$ cat src/rtl/rgbcry.sv
// RGB888 to Jaguar CRY / RGB16 pixel encoder.
// Intensity is the max channel; chroma is looked up from normalised channels via an external ROM.
module rgbcry #(
  parameter int unsigned IDX_BITS = 5,
  parameter int unsigned ROM_LAT  = 1
) (
  input  logic                    sys_clk,
  input  logic                    reset,
  input  logic                    in_valid,
  output logic                    in_ready,
  input  logic [7:0]              r_in,
  input  logic [7:0]              g_in,
  input  logic [7:0]              b_in,
  input  logic                    rgb,
  output logic                    out_valid,
  input  logic                    out_ready,
  output logic [15:0]             cry,
  output logic                    rom_rd,
  output logic [3*IDX_BITS-1:0]   rom_addr,
  input  logic [7:0]              rom_data
);

  localparam int unsigned AW        = 3 * IDX_BITS;
  localparam int unsigned DIV_STEPS = 9;
  localparam int unsigned CW        = 4;

  typedef enum logic [2:0] {
    S_IDLE,
    S_DIV,
    S_ADDR,
    S_ROMW,
    S_OUT
  } state_t;

  state_t state, state_nxt;

  logic [CW-1:0] cnt;
  logic [7:0]    i_q;
  logic [8:0]    rem_q   [3];
  logic [7:0]    quo_q   [3];
  logic [8:0]    rem_nxt [3];
  logic [8:0]    quo_nxt [3];
  logic          ge      [3];
  logic [7:0]    sat     [3];
  logic [IDX_BITS-1:0] idx [3];
  logic [AW-1:0] addr_nxt;
  logic [7:0]    max_rgb;
  logic          accept;
  logic          div_last;
  logic          rom_last;

  assign accept   = in_valid & in_ready;
  assign div_last = (cnt == CW'(DIV_STEPS - 1));
  assign rom_last = (cnt == CW'(ROM_LAT - 1));

  // Intensity of the incoming pixel
  always_comb begin
    max_rgb = r_in;
    if (g_in > max_rgb) max_rgb = g_in;
    if (b_in > max_rgb) max_rgb = b_in;
  end

  // One restoring-division step per channel; remainder is kept pre-doubled for the next bit
  always_comb begin
    for (int ch = 0; ch < 3; ch++) begin
      ge[ch]      = (rem_q[ch] >= {1'b0, i_q});
      rem_nxt[ch] = ge[ch] ? 9'((rem_q[ch] - {1'b0, i_q}) << 1) : 9'(rem_q[ch] << 1);
      quo_nxt[ch] = {quo_q[ch], ge[ch]};
      sat[ch]     = quo_nxt[ch][8] ? 8'hFF : quo_nxt[ch][7:0];
      idx[ch]     = IDX_BITS'(sat[ch] >> (8 - IDX_BITS));
    end
    addr_nxt = {idx[0], idx[1], idx[2]};
  end

  always_ff @(posedge sys_clk or posedge reset) begin
    if (reset) state <= S_IDLE;
    else       state <= state_nxt;
  end

  always_comb begin
    state_nxt = state;
    case (state)
      S_IDLE: begin
        if (accept) begin
          if (rgb || (max_rgb == 8'd0)) state_nxt = S_OUT;
          else                          state_nxt = S_DIV;
        end
      end
      S_DIV:  if (div_last) state_nxt = S_ADDR;
      S_ADDR: state_nxt = S_ROMW;
      S_ROMW: if (rom_last) state_nxt = S_OUT;
      S_OUT:  if (out_ready) state_nxt = S_IDLE;
      default: state_nxt = S_IDLE;
    endcase
  end

  // Datapath and registered outputs
  always_ff @(posedge sys_clk or posedge reset) begin
    if (reset) begin
      in_ready  <= 1'b1;
      out_valid <= 1'b0;
      cry       <= 16'h0000;
      rom_rd    <= 1'b0;
      rom_addr  <= '0;
      cnt       <= '0;
      i_q       <= 8'h00;
      for (int ch = 0; ch < 3; ch++) begin
        rem_q[ch] <= 9'h000;
        quo_q[ch] <= 8'h00;
      end
    end else begin
      case (state)
        S_IDLE: begin
          if (accept) begin
            in_ready <= 1'b0;
            i_q      <= max_rgb;
            cnt      <= '0;
            rem_q[0] <= {1'b0, r_in};
            rem_q[1] <= {1'b0, g_in};
            rem_q[2] <= {1'b0, b_in};
            for (int ch = 0; ch < 3; ch++) quo_q[ch] <= 8'h00;
            if (rgb) begin
              cry       <= {r_in[7:3], b_in[7:3], g_in[7:2]};
              out_valid <= 1'b1;
            end else if (max_rgb == 8'd0) begin
              cry       <= 16'h0000;
              out_valid <= 1'b1;
            end
          end
        end
        S_DIV: begin
          for (int ch = 0; ch < 3; ch++) begin
            rem_q[ch] <= rem_nxt[ch];
            quo_q[ch] <= quo_nxt[ch][7:0];
          end
          if (div_last) begin
            cnt      <= '0;
            rom_rd   <= 1'b1;
            rom_addr <= addr_nxt;
          end else begin
            cnt <= cnt + CW'(1);
          end
        end
        S_ADDR: begin
          rom_rd <= 1'b0;
          cnt    <= '0;
        end
        S_ROMW: begin
          cnt <= cnt + CW'(1);
          if (rom_last) begin
            cry       <= {rom_data, i_q};
            out_valid <= 1'b1;
          end
        end
        S_OUT: begin
          if (out_ready) begin
            out_valid <= 1'b0;
            in_ready  <= 1'b1;
          end
        end
        default: begin
          out_valid <= 1'b0;
          in_ready  <= 1'b1;
          rom_rd    <= 1'b0;
        end
      endcase
    end
  end

endmodule
$ cat config.mk
export PLATFORM = sky130hd
export DESIGN_NAME = rgbcry
export DESIGN_NICKNAME = d
export VERILOG_FILES = /design/src/rtl/rgbcry.sv
export SDC_FILE = /design/constraint.sdc
export NUM_CORES = 1
export LEC_CHECK = 0
export CAP_MARGIN = 10
export CORE_MARGIN = 1
export CORE_UTILIZATION = 27
export CTS_CLUSTER_SIZE = 24
export DETAILED_ROUTE_END_ITERATION = 10
export DONT_BUFFER_PORTS = 1
export REMOVE_ABC_BUFFERS = 1
export SETUP_SLACK_MARGIN = 0.4
export SLEW_MARGIN = 30
export SYNTH_ARGS = -nofsm -noshare
export SYNTH_HDL_FRONTEND = slang
export SYNTH_SLANG_ARGS = --single-unit
$ cat constraint.sdc
create_clock -name sys_clk -period 9.5 [get_ports sys_clk]
set_clock_uncertainty 0.1 [all_clocks]
set_input_delay 0.95 -clock sys_clk [delete_from_list [all_inputs] [get_ports sys_clk]]
set_output_delay 0.95 -clock sys_clk [all_outputs]
set_load 0.005 [all_outputs]
After elaboration in Yosys (flattened, before gate mapping)
Index checks and enable logic that the tools add are counted.
{"block": "totals", "reg_bits": 100, "inputBits": 37, "output_inout_bits": 34}
{"block": "classes", "add_sub_neg": 4, "order_cmp": 5, "n_eq_ne": 10, "mux": 37, "n_bitwise": 4, "n_reduce_logical": 19}
{"operator": "$mux 16", "n": 4}
{"operator": "$pmux 27 s2", "n": 1}
{"operator": "$pmux 24 s2", "n": 1}
{"operator": "$mux 8", "n": 5}
{"operator": "$pmux 16 s2", "n": 1}
{"operator": "$ge 9x8->1", "n": 3}
{"operator": "$mux 27", "n": 1}
{"operator": "$mux 9", "n": 3}
{"operator": "$mux 24", "n": 1}
{"operator": "$sub 8x8->8", "n": 3}
{"operator": "$gt 8x8->1", "n": 2}
{"operator": "$pmux 4 s4", "n": 1}
{"operator": "$mux 3", "n": 5}
{"operator": "$pmux 3 s5", "n": 1}
{"operator": "$reduce_and 2->1", "n": 5}
{"operator": "$logic_not 8->1", "n": 1}
{"operator": "$mux 1", "n": 8}
{"operator": "$mux 4", "n": 2}
{"operator": "$ne 2x2->1 const B", "n": 4}
{"operator": "$reduce_and 4->1", "n": 2}
{"operator": "$eq 3x2->1 const B", "n": 2}
{"operator": "$reduce_or 3->1", "n": 2}
{"operator": "$reduce_and 5->1", "n": 1}
{"operator": "$add 4x1->4 const B", "n": 1}
{"operator": "16 further kinds", "n": 19}

Logic depth before layout (Yosys ltp)
{"block": "depth", "depth_word": 9, "depth_mapped": 21}

Worst setup path after synthesis
No wires, ideal clock.
{"block": "synth_path", "path_type": "input to register", "from": "input port r_in[7]", "to": "register cry[10]", "arrival_time_ns": 4.667, "required_ns": 9.275, "slack_ns": 4.608, "cell_stages": 19, "n_path_buf": 4, "cell_sequence": "inv_1 -> ha_1 -> nand4_1 -> a211o_1 -> buf_6 -> and2_4 -> buf_6 -> o21a_1 -> ha_1 -> and3_4 -> a221o_1 -> a22oi_4 -> buf_6 -> o211ai_1 -> a22oi_2 -> nand4_2 -> a21oi_4 -> buf_12 -> mux2_4"}
{"block": "synth_between", "elab_chain_cells": 7}
{"item": "from (decl)", "line": "11", "rtl": "input logic [7:0] r_in,"}
{"item": "$gt 8x8->1", "line": "59", "rtl": "if (g_in > max_rgb) max_rgb = g_in;"}
{"item": "$mux 8 *", "line": "59"}
{"item": "$gt 8x8->1", "line": "60", "rtl": "if (b_in > max_rgb) max_rgb = b_in;"}
{"item": "$mux 8 *", "line": "60"}
{"item": "$logic_not 8->1 *", "line": "125", "rtl": "end else if (max_rgb == 8'd0) begin"}
{"item": "$ne 3x3->1 (no source line) *"}
{"item": "$reduce_and 4->1 (no source line) *"}
{"item": "to (signal assigned)", "line": "123", "rtl": "cry <= {r_in[7:3], b_in[7:3], g_in[7:2]};"}
{"item": "to (signal assigned)", "line": "151", "rtl": "cry <= {rom_data, i_q};"}
{"item": "to (decl)", "line": "17", "rtl": "output logic [15:0] cry,"}
Every way passes the cells marked *; elsewhere a longest branch is shown, timed or not.
A chain may end at the register's enable or synchronous reset.

Worst setup path in the final report
{"block": "layout_path", "from": "input port r_in[1]", "to": "register cry[0]"}
The elaborated chain is that of the path after synthesis.

==> qor.csv <==
stage,metric,value,unit
timing,rsz0062_at_grt,false,
clock_tree,htreeDepth,3,
clock_tree,ctsHoldBuffers,0,
die,rows,55,
synth,syn_area,6370,um^2
synth,synth_cell_type_count,62,
synth,yosys.area.top_type,dfrtp_1,
finish,areaGrowthSynthToFinish,9.17,%
placed_design,portBuffers,0,
timing,min_period_over_period,0.533,
die,start_util,0.278,
timing,relSlewSlack,0.474,
die,die_w,156,um
global_routing,gr-total-overflow,0,
power,leakagePower,3.33,nW
finish,layout_common_cells,"125 x nand2_1, 99 x dfrtp_1, 62 x nand3_1, 59 x a21oi_1, 59 x nor2_1",
power,power.switching,0.000350,W
synth,syn_inst,737,
detailed_routing,drtIter0Drc,403,
finish,layout_commonest_cell,nand2_1,
clock_tree,cts-root-buf,clkbuf_16,
clock_tree,postCtsSetupBuffers,0,
detailed_routing,vias,5171,
synth,synth_top_cell_area_share,0.389,
detailed_routing,postRouteWirelength,16600,um
power,pwr-share-seq,0.437,
clock_tree,clk_latency,350,ps
clock_tree,cts.reportedPaths.clkPinSlew,70,ps
synth,ys_async_sr_fraction,1.00,
run_status,status,"finished, final reports clean",
timing,finalSetupViolations,0,
synth,syn_avg_cell_area,8.64,um^2
timing,maxSlewViolCount,0,
die,coreArea,22900,um^2
critical_path,cp-end-kind,flop,
detailed_routing,avgViaCountPerCell,5.00,
synth,ys_ff_latch,100,
clock_tree,cts_resized,0,
global_routing,grt_pass1_vias,5017,
timing,fin_tns_setup,0,ps
job,drv_cap,0,
finish,fin_cells,1034,
placed_design,place_congestion,0.870,
detailed_routing,first_pass_iters,5,
timing,hold_viol_final,0,
synth,synth_edf_count,0,
critical_path,required,9640,ps
critical_path,critPathMaxFanout,18,
die,pin_count,71,
die,dieArea,24200,um^2
clock_tree,cts_tree,built,
power,sw_frac_of_total,0.303,
timing,fmax,198,MHz
critical_path,worstSetupPathType,input pin to flop,
finish,drive_above_1_share,0.0957,
placed_design,hpwl,11500,um
power,p_clk_frac,0.362,
critical_path,crit_path_start_kind,input pin,
timing,layout_min_cycle_time,5060,ps
die,die_height,156,um
critical_path,worstPathArrival,5200,ps
placed_design,place_inst,1018,
power,powerDensity,166,nW/um^2
clock_tree,clk_path_buf_depth,2,
clock_tree,cts_buffers,9,
global_routing,grt_antenna_before_repair,0,
synth,yosysWarnings,0,
clock_tree,cts.sinks,100,
synth,yosys-top-cells-area,"dfrtp_1 39%, ha_1 8.2%, nand2_1 7.4%, nand3_1 4.9%, a21oi_1 4.7%",
global_routing,grt_pass1_wl,27000,um
power,cellInternalPower,0.000806,W
power,combPwrFrac,0.201,
synth,yosysSeqAreaShare,0.393,
detailed_routing,ant_nets,0,
timing,holdWs,352,ps
hold_path,hold_path.class,input pin to asynchronous set/reset pin,
finish,fin_nets,798,
detailed_routing,drc_errors,0,
finish,n_antenna_cell,0,
global_routing,grt_usage,0.143,
timing,worstMarginPinSlew,787,ps
synth,ys.flop_type,dfrtp_1,
detailed_routing,wl_per_cell,16.1,um
global_routing,grt_start_max_net_pins,72,
power,ir_drop,88.9,uV
## flip-flops by register name (all words and copies together), names as in the netlist
register,cells
i_q,8
rem_q,27
out_valid,1
cnt,4
cry,16
in_ready,1
quo_nxt,24
rom_rd,1
rom_addr,15
state,3
## critical path, stage by stage
cell      delay (ps)
inv_1             20
ha_1             280
nor2b_1          130
o211ai_1         110
a211o_1          390
and2_4           260
o21a_1           200
ha_1             300
and3_4           200
a221o_1          380
a22oi_4          330
o211ai_1         200
a22oi_2          250
nand4_2          180
a21oi_4          600
mux2_2           410
## Yosys cell counts (5+ instances only)
cell type  count
nand2_1      125
nand2b_1       6
nor3_1         5
a21oi_1       60
or2_2          7
dfrtp_1       99
a211oi_1      10
nor2b_1        6
a21o_1         8
o21ai_0       34
a31oi_1       14
and3_1         9
nor2_1        60
clkbuf_1      24
inv_1         45
xnor2_1        8
xor2_1         5
mux2i_1       11
mux2_4         8
nand3_1       63
mux2_2        10
o21a_1         8
ha_1          42
o211ai_1       9
## power by group through the flow
stage                     sequential [W]  clock, W  combinational [W]
after global placement          0.000513         0           0.000224
final                           0.000505  0.000419           0.000232
after CTS                       0.000505  0.000432           0.000232
after detailed placement        0.000514         0           0.000230
after floorplan                 0.000503         0           0.000192
after global routing            0.000513  0.000448           0.000266
## metal layers
metal	share of wire	global-route usage	vias to the layer above	wire length, um
met3	0.066	0.0458	23	1100
met5	0	0	-	0
met2	0.45	0.226	144	7460
li1	-	-	2519	-
met1	0.47	0.186	2485	7760
met4	0.019	0.0415	0	317
## cell type report
class	instances	area (um^2)
fill	2383	16000
multi-input combinational	556	3520
sequential	100	2500
tap	313	392
clock buffer	9	225
inverter	45	171
clock inverter	7	111
timing repair buffer	4	33.8
## per-stage QoR
stage / cell area [um^2] / util / setup WS (ps) / total power, W
2_1_floorplan: 6170 / - / 4580 / 0.000695
3_5_place_dp: 6620 / 0.289 / 4080 / 0.000744
5_1_grt: 6960 / 0.304 / 4190 / 0.00123
6_report: 6960 / 0.304 / 4440 / 0.00116
3_3_place_gp: 6600 / 0.288 / 4200 / 0.000737
4_1_cts: 6950 / 0.303 / 4430 / 0.00117
## path summary, 6_finish.rpt
kind                            start           to  slack (ps)  cells after the start
min                             reset       cry[5]         350                      1
min reg2reg                quo_nxt[1]   quo_nxt[2]         380                      2
max                           r_in[1]       cry[0]        4440                     16
min in group sys_clk       quo_nxt[1]   quo_nxt[2]         380                      2
max reg2reg                    i_q[1]    rem_q[24]        6120                     11
max in group asynchronous       reset  quo_nxt[16]        7940                      2
## cells by family (layout without fill, tap and decap cells)
| group | count (synthesis) | count (layout) | share of synthesized area |
|---|---|---|---|
| adders and majority gates | 45 | 45 | 0.0919 |
| buffers and inverters | 81 | 65 | 0.0587 |
| DFF | 100 | 100 | 0.393 |
| xor gates and xnor gates | 13 | 13 | 0.0179 |
| muxes | 29 | 29 | 0.0538 |
| and+or+nand+nor | 296 | 296 | 0.208 |
| AOI/OAI and AO/OA | 173 | 173 | 0.177 |
(Power assumes the default switching activity.)
